File: src/rtl/imem_loader_if.sv
// rtl/imem_loader_if.sv - byte-stream input and instruction-memory write port of the loader
interface imem_loader_if #(
    parameter int ADDR_W = 32
) ();
    logic              in_valid;
    logic [7:0]        in_data;
    logic              in_ready;
    logic              imem_we;
    logic [ADDR_W-1:0] imem_addr;
    logic [31:0]       imem_wdata;

    modport slave (
        input  in_valid,
        input  in_data,
        output in_ready,
        output imem_we,
        output imem_addr,
        output imem_wdata
    );

    modport master (
        output in_valid,
        output in_data,
        input  in_ready,
        input  imem_we,
        input  imem_addr,
        input  imem_wdata
    );
endinterface

File: src/rtl/imem_loader.sv
// rtl/imem_loader.sv - framed byte-stream instruction memory loader with XOR checksum
module imem_loader #(
    parameter int DEPTH_WORDS = 64,
    parameter int ADDR_W      = 32
) (
    input  logic          clk,
    input  logic          reset,
    input  logic          start,
    imem_loader_if.slave  bus,
    output logic          core_reset,
    output logic          busy,
    output logic          done,
    output logic          error
);
    localparam int          IDX_W   = $clog2(DEPTH_WORDS + 1);
    localparam logic [31:0] DEPTH_L = 32'(DEPTH_WORDS);

    typedef enum logic [2:0] {
        IDLE  = 3'd0,
        HDR   = 3'd1,
        DATA  = 3'd2,
        CHK   = 3'd3,
        DONE  = 3'd4,
        ERROR = 3'd5
    } state_t;

    state_t            state_q, state_d;
    logic [1:0]        byte_cnt_q, byte_cnt_d;
    logic [IDX_W-1:0]  word_idx_q, word_idx_d;
    logic [31:0]       count_q, count_d;
    logic [31:0]       shift_q, shift_d;
    logic [31:0]       csum_q, csum_d;
    logic              we_q, we_d;
    logic [ADDR_W-1:0] addr_q, addr_d;
    logic [31:0]       wdata_q, wdata_d;
    logic              done_q, done_d;
    logic              error_q, error_d;
    logic              core_reset_q, core_reset_d;

    logic              ready;
    logic              fire;
    logic              last_byte;
    logic [31:0]       word;
    logic [IDX_W-1:0]  idx_inc;
    logic [ADDR_W-1:0] addr_calc;

    assign ready     = (state_q == HDR) || (state_q == DATA) || (state_q == CHK);
    assign fire      = bus.in_valid && ready;
    assign last_byte = (byte_cnt_q == 2'd3);
    // Bytes arrive LSB first: shift right so byte 0 ends up in [7:0] after four bytes.
    assign word      = {bus.in_data, shift_q[31:8]};
    assign idx_inc   = word_idx_q + IDX_W'(1);

    always_comb begin
        addr_calc = '0;
        addr_calc[IDX_W+1:0] = {word_idx_q, 2'b00};
    end

    always_ff @(posedge clk) begin
        if (reset) begin
            state_q      <= IDLE;
            byte_cnt_q   <= '0;
            word_idx_q   <= '0;
            count_q      <= '0;
            shift_q      <= '0;
            csum_q       <= '0;
            we_q         <= 1'b0;
            addr_q       <= '0;
            wdata_q      <= '0;
            done_q       <= 1'b0;
            error_q      <= 1'b0;
            core_reset_q <= 1'b1;
        end else begin
            state_q      <= state_d;
            byte_cnt_q   <= byte_cnt_d;
            word_idx_q   <= word_idx_d;
            count_q      <= count_d;
            shift_q      <= shift_d;
            csum_q       <= csum_d;
            we_q         <= we_d;
            addr_q       <= addr_d;
            wdata_q      <= wdata_d;
            done_q       <= done_d;
            error_q      <= error_d;
            core_reset_q <= core_reset_d;
        end
    end

    always_comb begin
        state_d      = state_q;
        byte_cnt_d   = byte_cnt_q;
        word_idx_d   = word_idx_q;
        count_d      = count_q;
        shift_d      = shift_q;
        csum_d       = csum_q;
        we_d         = 1'b0;
        addr_d       = addr_q;
        wdata_d      = wdata_q;
        done_d       = done_q;
        error_d      = error_q;
        core_reset_d = core_reset_q;

        case (state_q)
            IDLE, DONE, ERROR: begin
                if (start) begin
                    state_d      = HDR;
                    done_d       = 1'b0;
                    error_d      = 1'b0;
                    byte_cnt_d   = '0;
                    word_idx_d   = '0;
                    csum_d       = '0;
                    core_reset_d = 1'b1;
                end
            end
            HDR: begin
                if (fire) begin
                    shift_d    = word;
                    byte_cnt_d = byte_cnt_q + 2'd1;
                    if (last_byte) begin
                        count_d = word;
                        if ((word == 32'd0) || (word > DEPTH_L)) begin
                            state_d = ERROR;
                            error_d = 1'b1;
                        end else begin
                            state_d = DATA;
                        end
                    end
                end
            end
            DATA: begin
                if (fire) begin
                    shift_d    = word;
                    byte_cnt_d = byte_cnt_q + 2'd1;
                    if (last_byte) begin
                        we_d       = 1'b1;
                        addr_d     = addr_calc;
                        wdata_d    = word;
                        csum_d     = csum_q ^ word;
                        word_idx_d = idx_inc;
                        if ({{(32-IDX_W){1'b0}}, idx_inc} == count_q) begin
                            state_d = CHK;
                        end
                    end
                end
            end
            CHK: begin
                if (fire) begin
                    shift_d    = word;
                    byte_cnt_d = byte_cnt_q + 2'd1;
                    if (last_byte) begin
                        if (word == csum_q) begin
                            state_d      = DONE;
                            done_d       = 1'b1;
                            core_reset_d = 1'b0;
                        end else begin
                            state_d = ERROR;
                            error_d = 1'b1;
                        end
                    end
                end
            end
            default: state_d = IDLE;
        endcase
    end

    assign bus.in_ready   = ready;
    assign bus.imem_we    = we_q;
    assign bus.imem_addr  = addr_q;
    assign bus.imem_wdata = wdata_q;
    assign busy           = ready;
    assign done           = done_q;
    assign error          = error_q;
    assign core_reset     = core_reset_q;
endmodule

File: src/flat_wrapper.sv
// flat-port wrapper written by rule: the top's interface ports become plain ports
module imem_loader_flat 
#(
    parameter int DEPTH_WORDS = 64,
    parameter int ADDR_W      = 32
)
  (clk, reset, start, core_reset, busy, done, error, bus_in_valid, bus_in_data, bus_in_ready, bus_imem_we, bus_imem_addr, bus_imem_wdata);
  imem_loader_if #(.ADDR_W(ADDR_W)) bus_i ();
  input  logic clk;
  input  logic reset;
  input  logic start;
  output logic core_reset;
  output logic busy;
  output logic done;
  output logic error;
  input wire logic [$bits(bus_i.in_valid)-1:0] bus_in_valid;
  input wire logic [$bits(bus_i.in_data)-1:0] bus_in_data;
  output wire logic [$bits(bus_i.in_ready)-1:0] bus_in_ready;
  output wire logic [$bits(bus_i.imem_we)-1:0] bus_imem_we;
  output wire logic [$bits(bus_i.imem_addr)-1:0] bus_imem_addr;
  output wire logic [$bits(bus_i.imem_wdata)-1:0] bus_imem_wdata;
  assign bus_i.in_valid = bus_in_valid;
  assign bus_i.in_data = bus_in_data;
  assign bus_in_ready = bus_i.in_ready;
  assign bus_imem_we = bus_i.imem_we;
  assign bus_imem_addr = bus_i.imem_addr;
  assign bus_imem_wdata = bus_i.imem_wdata;
  imem_loader #(.DEPTH_WORDS(DEPTH_WORDS), .ADDR_W(ADDR_W)) u_core (.clk(clk), .reset(reset), .start(start), .bus(bus_i), .core_reset(core_reset), .busy(busy), .done(done), .error(error));
endmodule
File: config.mk
export PLATFORM = sky130hd
export DESIGN_NAME = imem_loader_flat
export DESIGN_NICKNAME = d
export VERILOG_FILES = /design/src/rtl/imem_loader_if.sv /design/src/rtl/imem_loader.sv /design/src/flat_wrapper.sv
export SDC_FILE = /design/constraint.sdc
export NUM_CORES = 1
export LEC_CHECK = 0
export CORE_MARGIN = 5
export CORE_UTILIZATION = 34
export CTS_CLUSTER_SIZE = 30
export DETAILED_ROUTE_END_ITERATION = 10
export GPL_TIMING_DRIVEN = 1
export PLACE_DENSITY = 0.58
export SLEW_MARGIN = 25
export SYNTH_ARGS = -nofsm -noshare
export SYNTH_HDL_FRONTEND = slang
export SYNTH_SLANG_ARGS = --single-unit
File: constraint.sdc
create_clock -name clk -period 2.8 [get_ports clk]
set_clock_uncertainty 0.1 [all_clocks]
set_input_delay 0.42 -clock clk [delete_from_list [all_inputs] [get_ports clk]]
set_output_delay 0.42 -clock clk [all_outputs]
set_load 0.02 [all_outputs]
==> results of run 1 <==
==> power by group through the flow <==
stage	clock network [mW]	logic [mW]	registers, mW
finish	2.31	0.318	2.06
global route	2.45	0.346	2.06
CTS	2.36	0.318	2.06
detailed placement	0	0.317	2.11
global placement	0	0.317	2.11
floorplan	0	0.216	2.10
==> flip-flops by register name (all words and copies together), names as in the netlist <==
signal                 flops
u_core.state_q             3
u_core.csum_q             32
u_core.bus.imem_wdata     32
u_core.shift_q            24
u_core.count_q            32
u_core.byte_cnt_q          2
u_core.error               1
u_core.bus.imem_addr       7
u_core.word_idx_q          7
u_core.bus.imem_we         1
u_core.core_reset          1
u_core.done                1
==> kinds of logic after synthesis <==
logic type | after synthesis | synth area share
other | 1 | 0.000592
DFF | 143 | 0.452
AOI/OAI and AO/OA | 200 | 0.185
xor gates and xnor gates | 11 | 0.0152
and+or+nand+nor | 375 | 0.268
buffers and inverters | 96 | 0.0747
adders and majority gates | 2 | 0.00395
==> cell type report <==
cell class / instances / area share
tap: 234 / 0.0371
clock buffer: 22 / 0.0589
sequential: 143 / 0.363
multi-input combinational: 613 / 0.393
timing repair buffer: 106 / 0.125
clock inverter: 9 / 0.0168
inverter: 14 / 0.00666
==> synth_stat cells, types with 4 or more instances <==
cell type,number
nor2b_1,46
a22oi_1,30
a21oi_1,111
nand2_1,204
buf_4,27
nand3_1,9
xnor2_1,4
nand4_1,6
a2111oi_0,4
nor4_1,19
o21ai_0,38
clkbuf_1,49
nor2_1,58
nand2b_1,4
nor3_1,9
xor2_1,7
dfxtp_1,143
inv_1,14
==> critical path, cell delays in order (launching register included) <==
cell	delay, ns
dfxtp_1	0.37
buf_4	0.18
nor2b_1	0.14
nor4_1	0.29
buf_4	0.17
nand4_1	0.15
or4_1	0.62
o21a_1	0.21
a22o_1	0.17
==> placed cells by master (no fill, tap or decap), types with 3 or more instances in the layout <==
| cell | count |
|---|---|
| nand2_1 | 204 |
| dfxtp_1 | 143 |
| a21oi_1 | 111 |
| nor2_1 | 58 |
| clkdlybuf4s50_1 | 55 |
| buf_4 | 47 |
| nor2b_1 | 46 |
| o21ai_0 | 38 |
| a22oi_1 | 30 |
| conb_1 | 25 |
| nor4_1 | 19 |
| clkbuf_16 | 17 |
| inv_1 | 14 |
| nor3_1 | 9 |
| nand3_1 | 9 |
| xor2_1 | 7 |
| nand4_1 | 6 |
| nand2b_1 | 4 |
| xnor2_1 | 4 |
| a2111oi_0 | 4 |
| buf_12 | 4 |
| or4_1 | 3 |
| clkbuf_1 | 3 |
| bufinv_16 | 3 |
==> stage by stage <==
step	hold WS [ns]	setup WS [ns]
3_5_place_dp	0.347	-0.0691
6_report	0.320	0.297
2_1_floorplan	0.336	0.596
5_1_grt	0.328	0.207
3_3_place_gp	0.342	-0.0597
4_1_cts	0.306	0.297
==> layer usage <==
| layer | wire length [µm] | GRT usage | vias to the layer above | share of wire |
|---|---|---|---|---|
| li1 | - | - | 2890 | - |
| met1 | 8330 | 0.220 | 2740 | 0.45 |
| met2 | 8810 | 0.275 | 139 | 0.48 |
| met3 | 862 | 0.0419 | 31 | 0.047 |
| met4 | 428 | 0.0649 | 0 | 0.023 |
| met5 | 0 | 0 | - | 0 |
==> worst paths after layout <==
check,start,endpoint,slack (ns),cells past startpoint
setup / recovery,u_core.shift_q[21],u_core.error,0.30,8
hold / removal,reset,u_core.word_idx_q[0],0.32,2
setup reg to reg,u_core.shift_q[21],u_core.error,0.30,8
hold reg to reg,u_core.bus.imem_addr[7],u_core.bus.imem_addr[7],0.35,2
==> out/metrics.yaml, run 1 <==
die:
  start_util: 0.342
  die_w_um: 146
  fp.coreArea_mm2: 0.0185
  fp.dieH_um: 146
  placementRows: 50
  die_area_mm2: 0.0215
  num_io_pins: 82
run:
  maxCapViolations: 0
power_and_ir_drop:
  power.share.switching: 0.233
  power_switching_mw: 1.09
  p_comb_frac: 0.068
  clockPowerShare: 0.493
  finalPower_mw: 4.69
  max-vdd-ir-drop_mv: 0.355
  p_leak_nw: 2.81
  seq_power_share: 0.440
  power_density_mw_per_mm2: 595
  power.internal_mw: 3.60
place:
  gp_congestion: 0.786
  placed_area_mm2: 0.00729
  place_inst: 1110
  io_buffers: 56
  post-dp-hpwl_um: 12400
worst_setup_path:
  cp_max_fo: 5
  startpoint_type: "flop"
  crit_type: "flop to flop"
  critPathRequiredTime_ns: 3.02
  crit_path_end_kind: "flop"
  critical_path_arrival_ns: 2.72
min_path:
  hold_class: "input port to flop"
route:
  post_drt_wl_per_cell_um: 16.2
  postRouteAntennaNets: 0
  drc_errors: 0
  routed_wl_um: 18400
  viasPerCell: 5.08
  drt_iter0_drc: 366
  drtPass1Iterations: 5
  vias: 5800
logic_synthesis:
  synthArstFlopShare: 0
  yosys_warnings: 0
  avgSynthCellArea_um2: 7.65
  syn_inst: 828
  synth-edff-count: 0
  synth_area_leaders: "dfxtp_1 45%, nand2_1 12%, a21oi_1 8.8%"
  mappedNetlistArea_mm2: 0.00633
  yosys.area.top_type: "dfxtp_1"
  ys_seq_area_frac: 0.452
  synth_seq_cells: 143
  ys.flop_type: "dfxtp_1"
  yosysTopAreaCellShare: 0.452
  yosysUniqueCellTypes: 52
clocking:
  cts_max_level: 4
  clk_latency_ns: 0.42
  hold_buffers: 0
  postCtsSetupRepairBufs: 0
  cts_sinks: 143
  cts_resized: 0
  clkSlewWorstSetupHoldPaths_ns: 0.06
  cts_tree: "yes"
  cts_buffers: 17
  clockBufferDepth: 2
  root_buffer: "clkbuf_16"
global_routing:
  antenna_found_initial: 0
  grt_pass1_wl_um: 29000
  first_global_vias: 5308
  grt_max_degree: 81
  grt_usage: 0.170
  grt_overflow: 0
cells_and_area:
  design_area_mm2: 0.00789
  fin_cells: 1141
  multiInputGateArea_mm2: 0.00310
  regArea_mm2: 0.00286
  drive_above_1_share: 0.100
  nets: 909
  fin_util: 0.426
  diodes: 0
  area_growth_pct: 24.6
  fillCellCount: 1890
timing:
  final-hold-violation-count: 0
  max-slew-margin-rel: 0.576
  maxSlewViolCount: 0
  finalCritPeriodShare: 0.894
  rsz0062_at_grt: "false"
  max_freq_ghz: 0.400
  final.min_clock_period_ns: 2.50
  final.setup.tns_ns: 0
  setup_violations: 0
  worst_pin_slew_ns: 0.634
outcome:
  status: "finished, final reports clean"
Note: power is estimated with default switching activity, not from simulation.
==> run 2: changes to the inputs <==
--- a/config.mk
+++ b/config.mk
@@ -5,7 +5,6 @@
 export SDC_FILE = /design/constraint.sdc
 export NUM_CORES = 1
 export LEC_CHECK = 0
-export CORE_MARGIN = 5
 export CORE_UTILIZATION = 34
 export CTS_CLUSTER_SIZE = 30
 export DETAILED_ROUTE_END_ITERATION = 10
==> run 2 against run 1 <==
Effect of this change:
- the flow now finishes with violations (DRC)
- cell area up 0.35%
- worst hold slack better by 0.028 ns
- die area down 11%
- sequential power about the same
- sequential share of layout area down 0.13 points
- combinational power about the same
- fmax down 2.8%
- core utilization up 1.2 points
- routed wire length down 2.2%
- cell count down 0.53%
- total power up 2.1%
- clock power up 4%
==> out/metrics.yaml, run 2 (synthesis gave the netlist of run 1 again) <==
worst_setup_path:
  startpoint_type: "flop"  # unchanged
  cp_max_fo: 6  # was 5
  critical_path_arrival_ns: 2.77  # was 2.72 ns
  critPathRequiredTime_ns: 3.00  # was 3.02 ns
  crit_type: "flop to flop"  # unchanged
  crit_path_end_kind: "flop"  # unchanged
place:
  dp_slack_ns: -0.123  # was -0.0691 ns
  post-dp-hpwl_um: 12100  # was 12400 µm
  io_buffers: 56  # unchanged
  gp_congestion: 0.796  # was 0.786
  place_inst: 1103  # was 1110
timing:
  max_freq_ghz: 0.388  # was 0.400 GHz
  finalCritPeriodShare: 0.920  # was 0.894
  final-hold-violation-count: 0  # unchanged
  setup_violations: 0  # unchanged
  final.setup.tns_ns: 0  # unchanged
  worst_pin_slew_ns: 0.739  # was 0.634 ns
  maxSlewViolCount: 0  # unchanged
  final.min_clock_period_ns: 2.58  # was 2.50 ns
  max-slew-margin-rel: 0.495  # was 0.576
  rsz0062_at_grt: "false"  # unchanged
  fin_ws_ns: 0.225  # was 0.297 ns
cells_and_area:
  fin_cells: 1135  # was 1141
  regArea_mm2: 0.00286  # unchanged
  final_common_cell: "nand2_1"  # unchanged
  nets: 907  # was 909
  fillCellCount: 1818  # was 1890
  drive_above_1_share: 0.103  # was 0.100
  fin_util: 0.438  # was 0.426
  multiInputGateArea_mm2: 0.00310  # unchanged
  final_cell_mix: "204 x nand2_1, 143 x dfxtp_1, 111 x a21oi_1"  # unchanged
  diodes: 0  # unchanged
  area_growth_pct: 25.0  # was 24.6%
clocking:
  cts_max_level: 4  # unchanged
  clockBufferDepth: 2  # unchanged
  cts_sinks: 143  # unchanged
  root_buffer: "clkbuf_16"  # unchanged
  postCtsSetupRepairBufs: 0  # unchanged
  hold_buffers: 0  # unchanged
  clkSlewWorstSetupHoldPaths_ns: 0.06  # about the same
  clk_latency_ns: 0.43  # was 0.42 ns
  cts_buffers: 17  # unchanged
  cts_resized: 0  # unchanged
  cts_tree: "yes"  # unchanged
run:
  maxCapViolations: 0  # unchanged
global_routing:
  grt_overflow: 0  # unchanged
  use_met1: 0.260  # was 0.220
  antenna_found_initial: 0  # unchanged
  grt-busiest-layer: "met2"  # unchanged
  grt_usage: 0.195  # was 0.170
  first_global_vias: 5286  # was 5308
  grt_util_met2: 0.303  # was 0.275
  use_met3: 0.0374  # was 0.0419
  grt_pass1_wl_um: 29000  # about the same
  grt_max_degree: 64  # was 81
route:
  post_drt_wl_per_cell_um: 15.9  # was 16.2 µm
  drc_errors: 16  # was 0
  viasPerCell: 5.10  # was 5.08
  routed_wl_um: 18000  # was 18400 µm
  vias: 5794  # was 5800
  postRouteAntennaNets: 0  # unchanged
  drtPass1Iterations: 8  # was 5
  drt_iter0_drc: 403  # was 366
die:
  num_io_pins: 82  # unchanged
  die_area_mm2: 0.0192  # was 0.0215 mm²
  die_w_um: 138  # was 146 µm
  fp.dieH_um: 138  # was 146 µm
  fp.coreArea_mm2: 0.0181  # was 0.0185 mm²
  start_util: 0.350  # was 0.342
  placementRows: 49  # was 50
min_path:
  hold_class: "input port to flop"  # unchanged
power_and_ir_drop:
  max-vdd-ir-drop_mv: 0.393  # was 0.355 mV
  p_leak_nw: 2.82  # was 2.81 nW
  power_density_mw_per_mm2: 605  # was 595 mW/mm²
outcome:
  violations: "DRC"
  status: "finished, violations left"  # was finished, final reports clean
[run 2: area by class of cell]
cell class,instances,area share
clock buffers,21,0.0607
clock inverters,11,0.0193
inverters,14,0.00664
multi-input cells,613,0.391
flip-flops and latches,143,0.362
well taps,229,0.0362
repair buffers,104,0.124
[run 2: stage by stage]
step / power, mW / hold WS (ns) / area, µm²
global route: 4.95 / 0.362 / 7910
global placement: 2.42 / 0.342 / 7280
floorplan: 2.32 / 0.336 / 6420
CTS: 4.83 / 0.338 / 7910
detailed placement: 2.42 / 0.346 / 7280
finish: 4.79 / 0.347 / 7910
[run 2: worst paths after layout]
check | startpoint | endpoint | slack, ns | depth (start not counted)
min | reset | u_core.csum_q[21] | 0.35 | 2
min reg2reg | u_core.bus.imem_addr[6] | u_core.bus.imem_addr[6] | 0.35 | 2
max | u_core.shift_q[12] | u_core.core_reset | 0.22 | 7
max reg2reg | u_core.shift_q[12] | u_core.core_reset | 0.22 | 7
[run 2: where the power goes]
part | internal [mW] | total [mW] | switching, mW | leakage [nW]
registers | 2.05 | 2.06 | 0.0140 | 1.15
clock network | 1.50 | 2.41 | 0.904 | 0.303
logic | 0.107 | 0.321 | 0.214 | 1.36
total | 3.66 | 4.79 | 1.13 | 2.82
[run 2: per-layer routing]
metal,part of all wire,wire (µm),up-vias
li1,-,-,2882
met1,0.46,8290,2738
met2,0.47,8470,143
met3,0.046,829,31
met4,0.025,448,0
met5,0,0,-
[run 2: critical path, cell delays in order (launching register included)]
cell and delay (ns):
dfxtp_1 0.32, buf_4 0.17, nor2b_1 0.15, nor4_1 0.43, nand4_1 0.26, or4_1 0.61, nor3_1 0.28, o21ai_0 0.13
==> run 3: changes to the inputs <==
--- a/config.mk
+++ b/config.mk
@@ -5,6 +5,7 @@
 export SDC_FILE = /design/constraint.sdc
 export NUM_CORES = 1
 export LEC_CHECK = 0
+export CAP_MARGIN = 5
 export CORE_UTILIZATION = 34
 export CTS_CLUSTER_SIZE = 30
 export DETAILED_ROUTE_END_ITERATION = 10
==> results of run 3 <==
The final DEF is identical to that of run 2; final timing and power are the same.
